## src/rtl/instr_fetch_if.sv

```systemverilog
// Fetch-stage bundle: control inputs, instr_mem read port and decode handshake.
// master = instr_fetch, slave = whatever drives/consumes it (memory, decode, control).
interface instr_fetch_if #(
    parameter int INSTR_W = 30,
    parameter int PC_W    = 6,
    parameter int DEPTH   = 4
);
    localparam int LVL_W = $clog2(DEPTH) + 1;

    logic               fetch_en;
    logic               redirect;
    logic [PC_W-1:0]    redirect_pc;
    logic [PC_W-1:0]    mem_pc;
    logic               mem_req;
    logic [INSTR_W-1:0] mem_instr;
    logic [INSTR_W-1:0] instr;
    logic [PC_W-1:0]    instr_pc;
    logic               instr_valid;
    logic               instr_ready;
    logic [LVL_W-1:0]   level;

    modport master (
        input  fetch_en, redirect, redirect_pc, mem_instr, instr_ready,
        output mem_pc, mem_req, instr, instr_pc, instr_valid, level
    );

    modport slave (
        output fetch_en, redirect, redirect_pc, mem_instr, instr_ready,
        input  mem_pc, mem_req, instr, instr_pc, instr_valid, level
    );
endinterface

```

## src/rtl/instr_fetch.sv

```systemverilog
// Instruction fetch: PC, request issue to a 1-cycle instr_mem, response FIFO to decode.
// Optional macro INSTR_FETCH_BYPASS_EN forwards a response straight to decode when the FIFO is empty.
module instr_fetch #(
    parameter int INSTR_W = 30,
    parameter int PC_W    = 6,
    parameter int DEPTH   = 4
) (
    input  logic           clk,
    input  logic           rst,
    instr_fetch_if.master  bus
);
    localparam int PTR_W = $clog2(DEPTH);
    localparam int LVL_W = PTR_W + 1;

    localparam logic [0:0] IDLE = 1'b0;
    localparam logic [0:0] RUN  = 1'b1;

    logic [0:0]         state_q, state_d;
    logic [PC_W-1:0]    pc_q, pc_d;
    logic [PC_W-1:0]    req_pc_q, req_pc_d;
    logic               inflight_q, inflight_d;
    logic [PTR_W-1:0]   wptr_q, wptr_d;
    logic [PTR_W-1:0]   rptr_q, rptr_d;
    logic [LVL_W-1:0]   level_q, level_d;
    logic [INSTR_W-1:0] data_q [DEPTH];
    logic [PC_W-1:0]    tag_q  [DEPTH];

    logic               req;
    logic               push;
    logic               write;
    logic               pop;
    logic               fifo_empty;
    logic [LVL_W:0]     occupancy;

    // Counting the in-flight read reserves its slot, so a push can never overflow.
    assign occupancy  = {1'b0, level_q} + (LVL_W+1)'(inflight_q);
    assign req        = (state_q == RUN) && !bus.redirect && (occupancy < (LVL_W+1)'(DEPTH));
    assign push       = inflight_q && !bus.redirect;
    assign fifo_empty = (level_q == '0);

`ifdef INSTR_FETCH_BYPASS_EN
    logic bypass;
    assign bypass          = fifo_empty && push;
    assign bus.instr_valid = !fifo_empty || push;
    assign bus.instr       = !fifo_empty ? data_q[rptr_q] : (bypass ? bus.mem_instr : '0);
    assign bus.instr_pc    = !fifo_empty ? tag_q[rptr_q]  : (bypass ? req_pc_q      : '0);
    assign pop             = !fifo_empty && bus.instr_ready && !bus.redirect;
    assign write           = push && !(bypass && bus.instr_ready);
`else
    assign bus.instr_valid = !fifo_empty;
    assign bus.instr       = !fifo_empty ? data_q[rptr_q] : '0;
    assign bus.instr_pc    = !fifo_empty ? tag_q[rptr_q]  : '0;
    assign pop             = !fifo_empty && bus.instr_ready && !bus.redirect;
    assign write           = push;
`endif

    assign bus.mem_pc  = pc_q;
    assign bus.mem_req = req;
    assign bus.level   = level_q;

    always_comb begin
        state_d    = state_q;
        pc_d       = pc_q;
        req_pc_d   = req_pc_q;
        inflight_d = req;
        wptr_d     = wptr_q;
        rptr_d     = rptr_q;
        level_d    = level_q;

        case (state_q)
            IDLE:    if (bus.fetch_en)  state_d = RUN;
            RUN:     if (!bus.fetch_en) state_d = IDLE;
            default: state_d = IDLE;
        endcase

        if (req) begin
            pc_d     = pc_q + 1'b1;
            req_pc_d = pc_q;
        end

        if (write) wptr_d = wptr_q + 1'b1;
        if (pop)   rptr_d = rptr_q + 1'b1;
        level_d = level_q + LVL_W'(write) - LVL_W'(pop);

        // Redirect flushes everything; the response arriving now is simply never written.
        if (bus.redirect) begin
            pc_d       = bus.redirect_pc;
            inflight_d = 1'b0;
            wptr_d     = '0;
            rptr_d     = '0;
            level_d    = '0;
        end
    end

    always_ff @(posedge clk) begin
        if (rst) begin
            state_q    <= IDLE;
            pc_q       <= '0;
            req_pc_q   <= '0;
            inflight_q <= 1'b0;
            wptr_q     <= '0;
            rptr_q     <= '0;
            level_q    <= '0;
        end else begin
            state_q    <= state_d;
            pc_q       <= pc_d;
            req_pc_q   <= req_pc_d;
            inflight_q <= inflight_d;
            wptr_q     <= wptr_d;
            rptr_q     <= rptr_d;
            level_q    <= level_d;
        end
    end

    // Storage needs no reset: outputs are masked whenever the FIFO is empty.
    always_ff @(posedge clk) begin
        if (write && !rst) begin
            data_q[wptr_q] <= bus.mem_instr;
            tag_q[wptr_q]  <= req_pc_q;
        end
    end
endmodule

```

## src/flat_wrapper.sv

```systemverilog
// flat-port wrapper written by rule: the top's interface ports become plain ports
module instr_fetch_flat 
#(
    parameter int INSTR_W = 30,
    parameter int PC_W    = 6,
    parameter int DEPTH   = 4
)
  (clk, rst, bus_fetch_en, bus_redirect, bus_redirect_pc, bus_mem_instr, bus_instr_ready, bus_mem_pc, bus_mem_req, bus_instr, bus_instr_pc, bus_instr_valid, bus_level);
  instr_fetch_if #(.INSTR_W(INSTR_W), .PC_W(PC_W), .DEPTH(DEPTH)) bus_i ();
  input  logic clk;
  input  logic rst;
  input wire logic [$bits(bus_i.fetch_en)-1:0] bus_fetch_en;
  input wire logic [$bits(bus_i.redirect)-1:0] bus_redirect;
  input wire logic [$bits(bus_i.redirect_pc)-1:0] bus_redirect_pc;
  input wire logic [$bits(bus_i.mem_instr)-1:0] bus_mem_instr;
  input wire logic [$bits(bus_i.instr_ready)-1:0] bus_instr_ready;
  output wire logic [$bits(bus_i.mem_pc)-1:0] bus_mem_pc;
  output wire logic [$bits(bus_i.mem_req)-1:0] bus_mem_req;
  output wire logic [$bits(bus_i.instr)-1:0] bus_instr;
  output wire logic [$bits(bus_i.instr_pc)-1:0] bus_instr_pc;
  output wire logic [$bits(bus_i.instr_valid)-1:0] bus_instr_valid;
  output wire logic [$bits(bus_i.level)-1:0] bus_level;
  assign bus_i.fetch_en = bus_fetch_en;
  assign bus_i.redirect = bus_redirect;
  assign bus_i.redirect_pc = bus_redirect_pc;
  assign bus_i.mem_instr = bus_mem_instr;
  assign bus_i.instr_ready = bus_instr_ready;
  assign bus_mem_pc = bus_i.mem_pc;
  assign bus_mem_req = bus_i.mem_req;
  assign bus_instr = bus_i.instr;
  assign bus_instr_pc = bus_i.instr_pc;
  assign bus_instr_valid = bus_i.instr_valid;
  assign bus_level = bus_i.level;
  instr_fetch #(.INSTR_W(INSTR_W), .PC_W(PC_W), .DEPTH(DEPTH)) u_core (.clk(clk), .rst(rst), .bus(bus_i));
endmodule
```

## config.mk

```make
export PLATFORM = sky130hd
export DESIGN_NAME = instr_fetch_flat
export DESIGN_NICKNAME = d
export VERILOG_FILES = /design/src/rtl/instr_fetch_if.sv /design/src/rtl/instr_fetch.sv /design/src/flat_wrapper.sv
export SDC_FILE = /design/constraint.sdc
export NUM_CORES = 1
export LEC_CHECK = 0
export CAP_MARGIN = 10
export CORE_ASPECT_RATIO = 2
export CORE_MARGIN = 3
export CORE_UTILIZATION = 54
export DETAILED_ROUTE_END_ITERATION = 6
export PLACE_DENSITY = 0.83
export SLEW_MARGIN = 30
export SYNTH_ARGS = -nofsm -noshare
export SYNTH_HDL_FRONTEND = slang
export SYNTH_SLANG_ARGS = --single-unit
```

## constraint.sdc

```tcl
create_clock -name clk -period 2.6 [get_ports clk]
set_clock_uncertainty 0.05 [all_clocks]
set_input_delay 0.52 -clock clk [delete_from_list [all_inputs] [get_ports clk]]
set_output_delay 0.52 -clock clk [all_outputs]
set_load 0.03 [all_outputs]
```

==> flow_summary.ini <==
[global_routing]
grt_overflow = 0
track_usage_pct = 20.5
antenna_found_initial = 0
grt_pass1_wl_um = 20700
grt_pass1_vias = 3841
grt_max_degree = 30

[logic_synthesis]
yosysWarnings = 0
synthTopCellsByArea = edfxtp_1 66%, mux4_2 12%, dfxtp_1 7.1%
synth.avg_cell_area_um2 = 18.4
ys_types = 34
ys_seq_area_share_pct = 73.5
syn_nets = 403
synth_area_um2 = 6510
synth_seq_cells = 167
yosysTopAreaCell = edfxtp_1
synth_top_area_share_pct = 66.4
netlist_instances = 353

[route]
num_vias = 3596
drc = 0
wire_per_inst_um = 22.1
drt-initial-drc-count = 265
firstDrtPassIters = 5
totalWireLength_um = 13700
postRouteAntennaNets = 0
via_per_inst = 5.79

[sta]
tns_ps = 0
timing.final.crit_share_pct = 99.2
report.final.slew_viol_count = 0
fmax_mhz = 388
setup_viol = 0
min_period_ps = 2580
worst_pin_slew_ps = 546
hold_viol = 0
relSlewSlack_pct = 63.6
hold_ws_ps = 458

[power]
p_comb_share_pct = 3.5
internal_power_w = 0.00455
max-vdd-ir-drop_mv = 0.539
seqPwrFrac_pct = 52.1
swShare_pct = 19.2
power.density_nw_per_um2 = 677
leakage_nw = 2.85
switchingPower_w = 0.00108
power_frac_clock_pct = 44.5

[worst_setup_path]
cp-start-kind = flop
cp_max_fo = 10
worst_ep_required_time_ps = 2030
crit_arrival_ps = 2010
critical_path_class = flop to output port
r2r_setup_slack_ps = 290
end_kind = output port

[floorplanning]
die_area_um2 = 13500
start_util_pct = 55.3
die_w_um = 83.6
core-area_um2 = 11800
fp.dieH_um = 161
rows = 56
ios = 88

[placed_design]
port_buffers = 87
gp_congestion = 0.797
dp_cells = 588
hpwl_um = 8180

[cts]
clock_latency_ps = 410
clock-sinks = 167
htreeDepth = 4
clockBufferDepth = 2
cts.clk_slew.worst_paths_ps = 60
cts_setup_buffers = 0
cts_root_buf = clkbuf_16
cts_buffers = 17
cts_tree = done

[final_layout]
nNetsFinal = 513
syn_to_final_growth_pct = 27.9
fin_util_pct = 70.7
drive_gt1_share_pct = 27.1
stdcell_count = 621
num_antenna_cells = 0

[job]
drv_cap = 0

[status]
outcome = completed

[worst_hold_path]
hold_path_class = flop to flop
==> placed cells by master, fill, tap and decap left out, types with 7 or more instances in the layout <==
cell type / instances
o21ai_0: 10
nor2_1: 13
and2_1: 37
ha_1: 8
buf_12: 10
inv_1: 9
dfxtp_1: 21
edfxtp_1: 144
clkdlybuf4s50_1: 49
clkbuf_2: 7
clkbuf_16: 18
mux4_2: 36
nand3_1: 7
buf_4: 31
==> path summary, 6_finish.rpt <==
| path | start | end | depth (start not counted) |
|---|---|---|---|
| setup reg to reg | u_core.bus.level[0]$_SDFF_PP0_ | u_core.bus.level[2]$_SDFF_PP0_ | 10 |
| hold / removal | u_core.req_pc_q[1]$_SDFFE_PP0P_ | u_core.tag_q[0][1]$_DFFE_PP_ | 0 |
| hold reg to reg | u_core.req_pc_q[1]$_SDFFE_PP0P_ | u_core.tag_q[0][1]$_DFFE_PP_ | 0 |
| setup / recovery | flop | bus_instr[29] | 4 |
==> cells in the mapped netlist <==
library cell / instances
xnor2_1: 1
xor2_1: 3
o211a_1: 1
buf_1: 1
clkbuf_1: 10
or4_1: 2
inv_1: 9
dfxtp_1: 23
ha_1: 8
o22a_2: 1
and3_1: 4
nand4_1: 3
and2_1: 38
o21bai_1: 1
nand2_1: 5
or3_1: 4
nor2_1: 14
fa_1: 1
edfxtp_1: 144
o31ai_1: 2
or2_2: 1
mux2i_1: 1
a311oi_1: 4
o22ai_1: 1
a221oi_1: 1
nor3_1: 1
buf_2: 5
mux4_2: 36
o21ai_0: 10
buf_6: 1
nand3_1: 7
a21oi_1: 6
nor2b_1: 2
a31oi_1: 2
==> through the flow <==
step                      worst slack (ps)  cell area (um2)  power (W)
after global routing                 -35.2             8320    0.00577
after detailed placement               218             7670    0.00318
final                                 20.8             8320    0.00563
after global placement                 215             7670    0.00318
after floorplan                        236             6510    0.00306
after CTS                            -4.50             8300    0.00565
==> layer usage <==
metal	vias to the layer above	share of wire [%]	track usage [%]
met1	1883	36	23.4
met4	0	1.6	9.37
met3	14	3.5	4.54
met5	-	0	0
met2	88	59	36.4
li1	1611	-	-
==> logic make-up after synthesis <==
| group | count (synthesis) | synth area share (%) |
|---|---|---|
| DFF | 167 | 73.5 |
| buffers and inverters | 26 | 1.71 |
| adders and majority gates | 9 | 1.85 |
| xor gates and xnor gates | 4 | 0.538 |
| and+or+nand+nor | 81 | 6.94 |
| muxes | 37 | 12.6 |
| AOI/OAI and AO/OA | 29 | 2.85 |
==> power by group through the flow <==
stage	Sequential, W	Clock, W	Combinational [W]
after CTS	0.00293	0.00253	0.000195
after global placement	0.00299	0	0.000187
final	0.00293	0.00251	0.000195
after floorplan	0.00300	0	0.0000560
after detailed placement	0.00299	0	0.000193
after global routing	0.00293	0.00263	0.000209
==> repair_timing <==
action | in CTS | in global routing
cloned | 0 | 1
setup endpoints to repair | 33 | 32
gates resized for setup | 35 | 19
hold buffers | 0 | 0
endpoints found under the hold margin | 0 | 0
==> layout make-up <==
cell class              count  area, um2
flip-flops and latches    167       4790
fillers                   750       3450
multi-input cells         160       1630
repair buffers            108       1080
clock buffers              21        450
well taps                 145        181
clock inverters            11        149
inverters                   9       33.8
==> critical path, stage by stage (launching register included) <==
cell           delay (ps)
dfxtp_4               380
buf_12                160
mux4_2                510
and2_1                190
dlygate4sd2_1         350
==> state kept, by name, summed over array words and instances (netlist names), named ones only <==
name	cells
u_core.req_pc_q	6
u_core.inflight_q	1
u_core.rptr_q	2
u_core.data_q	120
u_core.wptr_q	2
u_core.bus.level	3
u_core.state_q	1
u_core.bus.mem_pc	6
u_core.tag_q	24
Note: power is estimated with default switching activity, not from simulation.
